### src/rtl/rgp16_pkg.sv
// rtl/rgp16_pkg.sv - shared loader constants: FSM encoding, long-instruction flag bit, default address limit
package rgp16_pkg;

  localparam logic [2:0] ST_IDLE   = 3'd0;
  localparam logic [2:0] ST_OP_HI  = 3'd1;
  localparam logic [2:0] ST_OP_LO  = 3'd2;
  localparam logic [2:0] ST_IMM_HI = 3'd3;
  localparam logic [2:0] ST_IMM_LO = 3'd4;
  localparam logic [2:0] ST_FIN    = 3'd5;

  localparam int          LONG_INSTR_BIT   = 15;
  localparam logic [15:0] DEFAULT_MAX_ADDR = 16'h03FF;

endpackage

### src/rtl/byte_pack.sv
// rtl/byte_pack.sv - holds the high byte of a word and presents {high, current} as the assembled word
module byte_pack (
  input  logic        clk,
  input  logic        rst_n,
  input  logic        hi_we,
  input  logic [7:0]  byte_in,
  output logic [15:0] word
);

  logic [7:0] hi_byte;

  always_ff @(posedge clk or negedge rst_n) begin
    if (!rst_n) begin
      hi_byte <= 8'h00;
    end else if (hi_we) begin
      hi_byte <= byte_in;
    end
  end

  assign word = {hi_byte, byte_in};

endmodule

### src/rtl/prog_loader.sv
// rtl/prog_loader.sv - byte-stream program loader writing 16-bit words into instruction memory
// Optional csum output enabled by LOADER_CHECKSUM_EN.
module prog_loader
  import rgp16_pkg::*;
#(
  parameter logic [15:0] MAX_ADDR = DEFAULT_MAX_ADDR
) (
  input  logic        clk,
  input  logic        rst_n,
  input  logic        start,
  input  logic [15:0] base_addr,
  input  logic [7:0]  byte_in,
  input  logic        byte_valid,
  input  logic        byte_last,
  output logic        byte_ready,
  output logic [15:0] mem_addr,
  output logic [15:0] mem_data,
  output logic        mem_we,
  output logic        busy,
  output logic        done,
  output logic        err,
  output logic [15:0] instr_count
`ifdef LOADER_CHECKSUM_EN
  ,
  output logic [15:0] csum
`endif
);

  logic [2:0]  state;
  logic [16:0] addr;
  logic [15:0] word;
  logic        accept;
  logic        hi_phase;
  logic        addr_ovf;

  assign byte_ready = (state == ST_OP_HI) || (state == ST_OP_LO) ||
                      (state == ST_IMM_HI) || (state == ST_IMM_LO);
  assign busy       = (state != ST_IDLE);
  assign accept     = byte_valid && byte_ready;
  assign hi_phase   = (state == ST_OP_HI) || (state == ST_IMM_HI);
  // 17-bit address so the limit check can never be defeated by a wrap past 16'hFFFF
  assign addr_ovf   = addr > {1'b0, MAX_ADDR};

  byte_pack u_pack (
    .clk     (clk),
    .rst_n   (rst_n),
    .hi_we   (accept && hi_phase),
    .byte_in (byte_in),
    .word    (word)
  );

  always_ff @(posedge clk or negedge rst_n) begin
    if (!rst_n) begin
      state       <= ST_IDLE;
      addr        <= 17'd0;
      mem_addr    <= 16'h0000;
      mem_data    <= 16'h0000;
      mem_we      <= 1'b0;
      done        <= 1'b0;
      err         <= 1'b0;
      instr_count <= 16'h0000;
    end else begin
      mem_we <= 1'b0;
      done   <= 1'b0;
      case (state)
        ST_IDLE: begin
          if (start) begin
            state       <= ST_OP_HI;
            addr        <= {1'b0, base_addr};
            err         <= 1'b0;
            instr_count <= 16'h0000;
          end
        end
        ST_OP_HI, ST_IMM_HI: begin
          if (accept) begin
            if (byte_last) begin
              err   <= 1'b1;
              state <= ST_FIN;
            end else begin
              state <= (state == ST_OP_HI) ? ST_OP_LO : ST_IMM_LO;
            end
          end
        end
        ST_OP_LO, ST_IMM_LO: begin
          if (accept) begin
            if (addr_ovf) begin
              err   <= 1'b1;
              state <= ST_FIN;
            end else begin
              mem_we   <= 1'b1;
              mem_addr <= addr[15:0];
              mem_data <= word;
              addr     <= addr + 17'd1;
              if ((state == ST_OP_LO) && word[LONG_INSTR_BIT]) begin
                if (byte_last) begin
                  err   <= 1'b1;
                  state <= ST_FIN;
                end else begin
                  state <= ST_IMM_HI;
                end
              end else begin
                instr_count <= instr_count + 16'd1;
                state       <= byte_last ? ST_FIN : ST_OP_HI;
              end
            end
          end
        end
        ST_FIN: begin
          done  <= 1'b1;
          state <= ST_IDLE;
        end
        default: state <= ST_IDLE;
      endcase
    end
  end

`ifdef LOADER_CHECKSUM_EN
  always_ff @(posedge clk or negedge rst_n) begin
    if (!rst_n) begin
      csum <= 16'h0000;
    end else if ((state == ST_IDLE) && start) begin
      csum <= 16'h0000;
    end else if (accept && !hi_phase && !addr_ovf) begin
      csum <= csum + word;
    end
  end
`endif

endmodule

### config.mk
export PLATFORM = sky130hd
export DESIGN_NAME = prog_loader
export DESIGN_NICKNAME = d
export VERILOG_FILES = /design/src/rtl/rgp16_pkg.sv /design/src/rtl/byte_pack.sv /design/src/rtl/prog_loader.sv
export SDC_FILE = /design/constraint.sdc
export NUM_CORES = 1
export LEC_CHECK = 0
export BUFFER_PORTS_ARGS = -buffer_cell sky130_fd_sc_hd__buf_4
export CAP_MARGIN = 20
export CORE_MARGIN = 2
export CORE_UTILIZATION = 59
export CTS_CLUSTER_SIZE = 40
export DETAILED_ROUTE_END_ITERATION = 10
export PLACE_DENSITY_LB_ADDON = 0.2
export SKIP_CTS_REPAIR_TIMING = 1
export SYNTH_ARGS = -nofsm -noshare
export SYNTH_HDL_FRONTEND = slang
export SYNTH_SLANG_ARGS = --single-unit
export TNS_END_PERCENT = 5
### constraint.sdc
create_clock -name clk -period 4.59 [get_ports clk]
set_input_delay 0.459 -clock clk [delete_from_list [all_inputs] [get_ports clk]]
set_output_delay 0.459 -clock clk [all_outputs]
set_load 0.02 [all_outputs]
# Word-level counts from Yosys, hierarchy flattened
# Cells that the tools add are included.
word_totals:
  output_inout_bits: 53
  wordCells: 72
  input_bits: 29
  n_memories: 0
  latchBits: 0
  mem_bits_rw: 0
  ff_bits: 79
  rom_bits: 0
classes:
  n_mul: 0
  n_eq_ne: 11
  bitwise_logic: 1
  n_shift: 0
  order_cmp: 1
  mux: 30
  addsub: 2
  reduce_logical: 18
  div_mod_pow: 0
op_table:
  columns: ["op", "n"]
  rows:
  - ["$mux W16", 4]
  - ["$mux W17", 3]
  - ["$pmux W17 S2", 1]
  - ["$pmux W16 S2", 1]
  - ["$mux W3", 9]
  - ["$add A17 B1 Y17 const B", 1]
  - ["$gt A17 B10 Y1 const B", 1]
  - ["$add A16 B1 Y16 const B", 1]
  - ["$mux W1", 10]
  - ["$ne A2 B2 Y1 const B", 5]
  - ["$reduce_and A5 Y1", 2]
  - ["$pmux W3 S3", 1]
  - ["$eq A3 B2 Y1 const B", 2]
  - ["$eq A3 B3 Y1 const B", 2]
  - ["$reduce_and A3 Y1", 2]
  - ["$reduce_bool A3 Y1", 2]
  - ["$logic_or A1 B1 Y1", 4]
  - ["$reduce_and A4 Y1", 1]
  - ["$reduce_or A2 Y1", 2]
  - ["$eq A3 B1 Y1 const B", 1]
  - ["$logic_and A1 B1 Y1", 3]
  - ["$logic_not A3 Y1", 1]
  - ["$ne A3 B3 Y1 const B", 1]
  - ["$pmux W1 S3", 1]
  - ["other kinds (2)", 2]

# Depth between registers and ports, before layout
depth:
  depth_word: 7
  ltp_mapped: 8
  depth_no_buf: 6

# Hierarchy
# Synthesis repeated with hierarchy kept, for this count alone.
unflattened:
  hier_cells: 362
  hier_area_um2: 4023.9
by_module_without_submodules:
  columns: ["module", "instances", "seq_area_each_um2", "cells_each", "area_each_um2"]
  rows:
  - ["prog_loader", 1, 1776.7, 337, 3632.2]
  - ["byte_pack", 1, 200.2, 25, 391.6]

# Worst setup path after synthesis
# No wires, ideal clock.
synth_timing:
  path_type: "register to register"
  startpoint: "register state[1]"
  endpoint: "register mem_data[2]"
  setup_time_ns: 0.125
  path_buffers: 2
  path_slack_ns: 2.445
  arrival_time_ns: 2.020
  path_stages_with_launch: 8
  synth_period_minus_slack_ns: 2.145
  t_required_ns: 4.465
  path_cell_list: "dfrtp_1 -> buf_2 -> nor2_1 -> xnor2_1 -> nand2_1 -> nor3_4 -> buf_2 -> mux2_2"
synth_via:
  elab_chain_cells: 6
  elab_cells_between_ends: 10
  classes_between: "4 x eq/ne; 6 x reduce/logical"
synth_lines:
  columns: ["element", "line", "source"]
  rows:
  - ["from (decl)", "prog_loader.sv:29", "logic [2:0] state;"]
  - ["from (signal assigned)", "prog_loader.sv:80", "state <= (state == ST_OP_HI) ? ST_OP_LO : ST_IMM_LO;"]
  - ["from (signal assigned)", "prog_loader.sv:103", "state <= byte_last ? ST_FIN : ST_OP_HI;"]
  - ["$eq A3 B1 Y1 / $eq A3 B2 Y1 (equally long branches)", "prog_loader.sv:36", "assign byte_ready = (state == ST_OP_HI) || (state == ST_OP_LO) ||"]
  - ["$logic_or A1 B1 Y1 (2 in a row)", "prog_loader.sv:36", null]
  - ["$logic_or A1 B1 Y1 (*)", "prog_loader.sv:37", "(state == ST_IMM_HI) || (state == ST_IMM_LO);"]
  - ["via byte_ready", "prog_loader.sv:15", "output logic byte_ready,"]
  - ["$logic_and A1 B1 Y1 (*)", "prog_loader.sv:39", "assign accept = byte_valid && byte_ready;"]
  - ["$reduce_and A3 Y1 (no source line) (*)", null, null]
  - ["to (signal assigned)", "prog_loader.sv:92", "mem_data <= word;"]
  - ["to (decl)", "prog_loader.sv:17", "output logic [15:0] mem_data,"]
# Mark *: on every way through the listed nets, which the timed path passes. The rest lies on a longest branch.
# A chain may end at the register's enable or synchronous reset.

# Worst setup path in the final report
layout_timing:
  startpoint: "register state[2]"
  endpoint: "register mem_data[0]"
layout_via:
  elab_chain_cells: 6
  elab_cells_between_ends: 10
  classes_between: "4 x eq/ne; 6 x reduce/logical"
layout_lines:
  columns: ["element", "line"]
  rows:
  - ["$eq A3 B1 Y1 / $eq A3 B2 Y1 (equally long branches)", "prog_loader.sv:36, prog_loader.sv:65"]
  - ["$logic_or A1 B1 Y1 (2 in a row)", "prog_loader.sv:36"]
  - ["$logic_or A1 B1 Y1", "prog_loader.sv:37"]
  - ["$logic_and A1 B1 Y1", "prog_loader.sv:39"]
  - ["$reduce_and A3 Y1 (no source line) (*)", null]
# Mark *: on every way between the ends. The rest lies on a longest branch, timed or not.

==> flow_metrics.py <==
metrics = {
    "logic_synthesis": {
        "synth-seq-cells": 79,
        "synth.avg_cell_area_um2": 10.7,
        "ys_warn_count": 0,
        "ys_async_sr_fraction": 1.00,
        "synth_edf_count": 0,
        "synth_common_cells": "dfrtp_1, mux2_2, nor2_1, a31oi_1, a21oi_1",
        "synth_top_area_cell": "dfrtp_1",
        "post_synth_num_cell_types": 52,
        "synth.yosys.seq_area_share": 0.519,
        "synthesis.area_um2": 3810,
        "synth-xor-area-share": 0.00460,
        "yosys.area_share.simple": 0.145,
        "syn_nets": 386,
        "synth.most_common_cell": "dfrtp_1",
        "yosys.area_share.adder": 0.00657,
        "synth_top_family_by_area": "compound AO/OA/AOI/OAI gates",
        "synth_mux_area_frac": 0.106,
        "postSynthCellCount": 355,
        "synthTopCellsByArea": "dfrtp_1, mux2_2, a31oi_1",
        "synth_top_area_frac": 0.519,
        "ys.flop_type": "dfrtp_1",
        "synth-compound-area-share": 0.186,
    },
    "global_routing": {
        "antenna_found_initial": 0,
        "gr-usage-all-layers": 0.264,
        "grt_pass1_vias": 3063,
        "grt_pass1_wl_um": 14900,
        "grt_overflow": 0,
        "grt_max_degree": 80,
    },
    "power": {
        "p_leak_nw": 2.23,
        "p_per_area_nw_per_um2": 524,
        "ir_drop_mv": 0.346,
    },
    "die": {
        "ioPinCount": 82,
        "initial_utilization": 0.606,
        "chipHeight_um": 84.3,
        "dieArea_um2": 7110,
        "row_count": 29,
        "die_x_um": 84.3,
        "core_um2": 6280,
    },
    "cts": {
        "clk_pin_slew_ns": 0.09,
        "clkSinkCount": 79,
        "numCtsBuffers": 9,
        "htree_levels": 3,
        "clkLatencyLatePin_ns": 0.36,
        "cts_tree": "built",
        "cts_root_buf": "clkbuf_8",
        "clock_path_buffers": 2,
    },
    "detailed_routing": {
        "wl_per_cell_um": 17.7,
        "drc": 0,
        "drtIter0Drc": 371,
        "ant_nets": 0,
        "wirelength_um": 9030,
        "routed_via_density": 6.39,
        "drtPass1Iterations": 5,
        "vias": 3254,
    },
    "run_status": {
        "status": "completed",
    },
    "setup_path": {
        "path_class": "register to register",
        "crit_slowest_cell": "dfrtp_1",
        "critical_path.cell_chain": "xnor2_1, or2_2, nor3_4, buf_4, mux2_2",
        "reg2reg_depth": 5,
        "cpPeakStageDelay_ns": 0.64,
        "end_kind": "register",
        "worstPathMaxFanout": 25,
        "worstPathArrival_ns": 3.04,
        "startpoint_type": "register",
        "required_ns": 4.84,
    },
    "placed_design": {
        "port_buffers": 81,
        "gp_congestion": 0.856,
        "hpwlAfterDp_um": 6040,
    },
    "timing": {
        "holdWs_ns": 0.247,
        "post-route-min-period_ns": 2.79,
        "tightest_slew_ns": 0.978,
        "max-slew-margin-rel": 0.348,
        "skew_ns": 0.0128,
        "setup_viol": 0,
        "rsz0062_at_grt": "false",
        "fin_crit_sh": 0.608,
        "hold_viol": 0,
        "setup_tns_ns": 0,
        "drv_slew": 0,
        "fmax_mhz": 358,
    },
    "finish": {
        "drive_gt1_frac": 0.331,
        "diodes": 0,
        "synthToLayoutAreaGrowth_pct": 22.5,
        "nets": 458,
    },
    "run": {
        "cap_violations": 0,
    },
    "hold_path": {
        "hold_path_class": "input pin to async pin",
    },
}
## through the flow
step	area [um2]	setup slack [ns]	utilization	total power (W)	cells
after global routing	4660	1.65	0.743	0.00258	509
final	4660	1.80	0.743	0.00244	509
after global placement	4430	1.96	0.706	0.00180	493
after detailed placement	4430	1.84	0.706	0.00183	493
after CTS	4660	1.81	0.742	0.00243	509
after floorplan	3810	2.45	-	0.00159	355
## area by class of cell
cell class                 count  area, um2
clock buffer                  10        138
tap                           77       96.3
fill                         454       1610
multi-input combinational    247       1710
timing repair buffer          83        623
sequential                    79       1980
clock inverter                 6       91.3
inverter                       7       26.3
## logic make-up (layout without fill, tap and decap cells)
group | after synthesis | after routing
flops | 79 | 79
compound gates | 104 | 104
simple gates | 103 | 103
fa+ha+maj | 2 | 2
mux | 36 | 36
buf+inv | 29 | 106
xor+xnor | 2 | 2
## cells in the final DEF, fill, tap and decap left out, types with 11 or more instances in the layout
cell,n
nand2_1,18
o21ai_0,15
nor2_1,24
buf_4,83
a31oi_1,23
nand3_1,11
a21oi_1,21
mux2_2,34
dfrtp_1,79
## sequential cells by signal (all words and copies together) (netlist names), 3 cells and up
signal and cells:
u_pack.hi_byte 8, mem_addr 16, addr 17, state 3, instr_count 16, mem_data 16
## final timing paths
path	start	slack, ns	to
worst max register to register	state[2]	1.80	mem_data[0]
worst max-delay path	state[2]	1.80	mem_data[0]
worst min register to register	instr_count[15]	0.50	instr_count[15]
max in group asynchronous	rst_n	3.71	addr[5]
min in group clk	byte_valid	0.33	state[1]
worst min-delay path	rst_n	0.25	instr_count[10]
## layer usage
layer | wire length (um) | track usage
met5 | 0 | 0
met4 | 210 | 0.120
met3 | 581 | 0.0472
met2 | 4490 | 0.414
met1 | 3750 | 0.360
## worst max-delay path, delay by kind of cell (launching register included)
family	cells	cell delay, ns
AND/OR/NAND/NOR	2	1.03
flip-flops	1	0.64
buffers and inverters	1	0.39
multiplexers	1	0.39
XOR/XNOR	1	0.21
## where the power goes
part / total [W] / switching, W / internal (W)
Sequential: 0.000999 / 0.000172 / 0.000828
Clock: 0.000601 / 0.000276 / 0.000325
Combinational: 0.000842 / 0.000498 / 0.000344
Total: 0.00244 / 0.000945 / 0.00150
No activity file was read; power rests on OpenSTA's default activity.
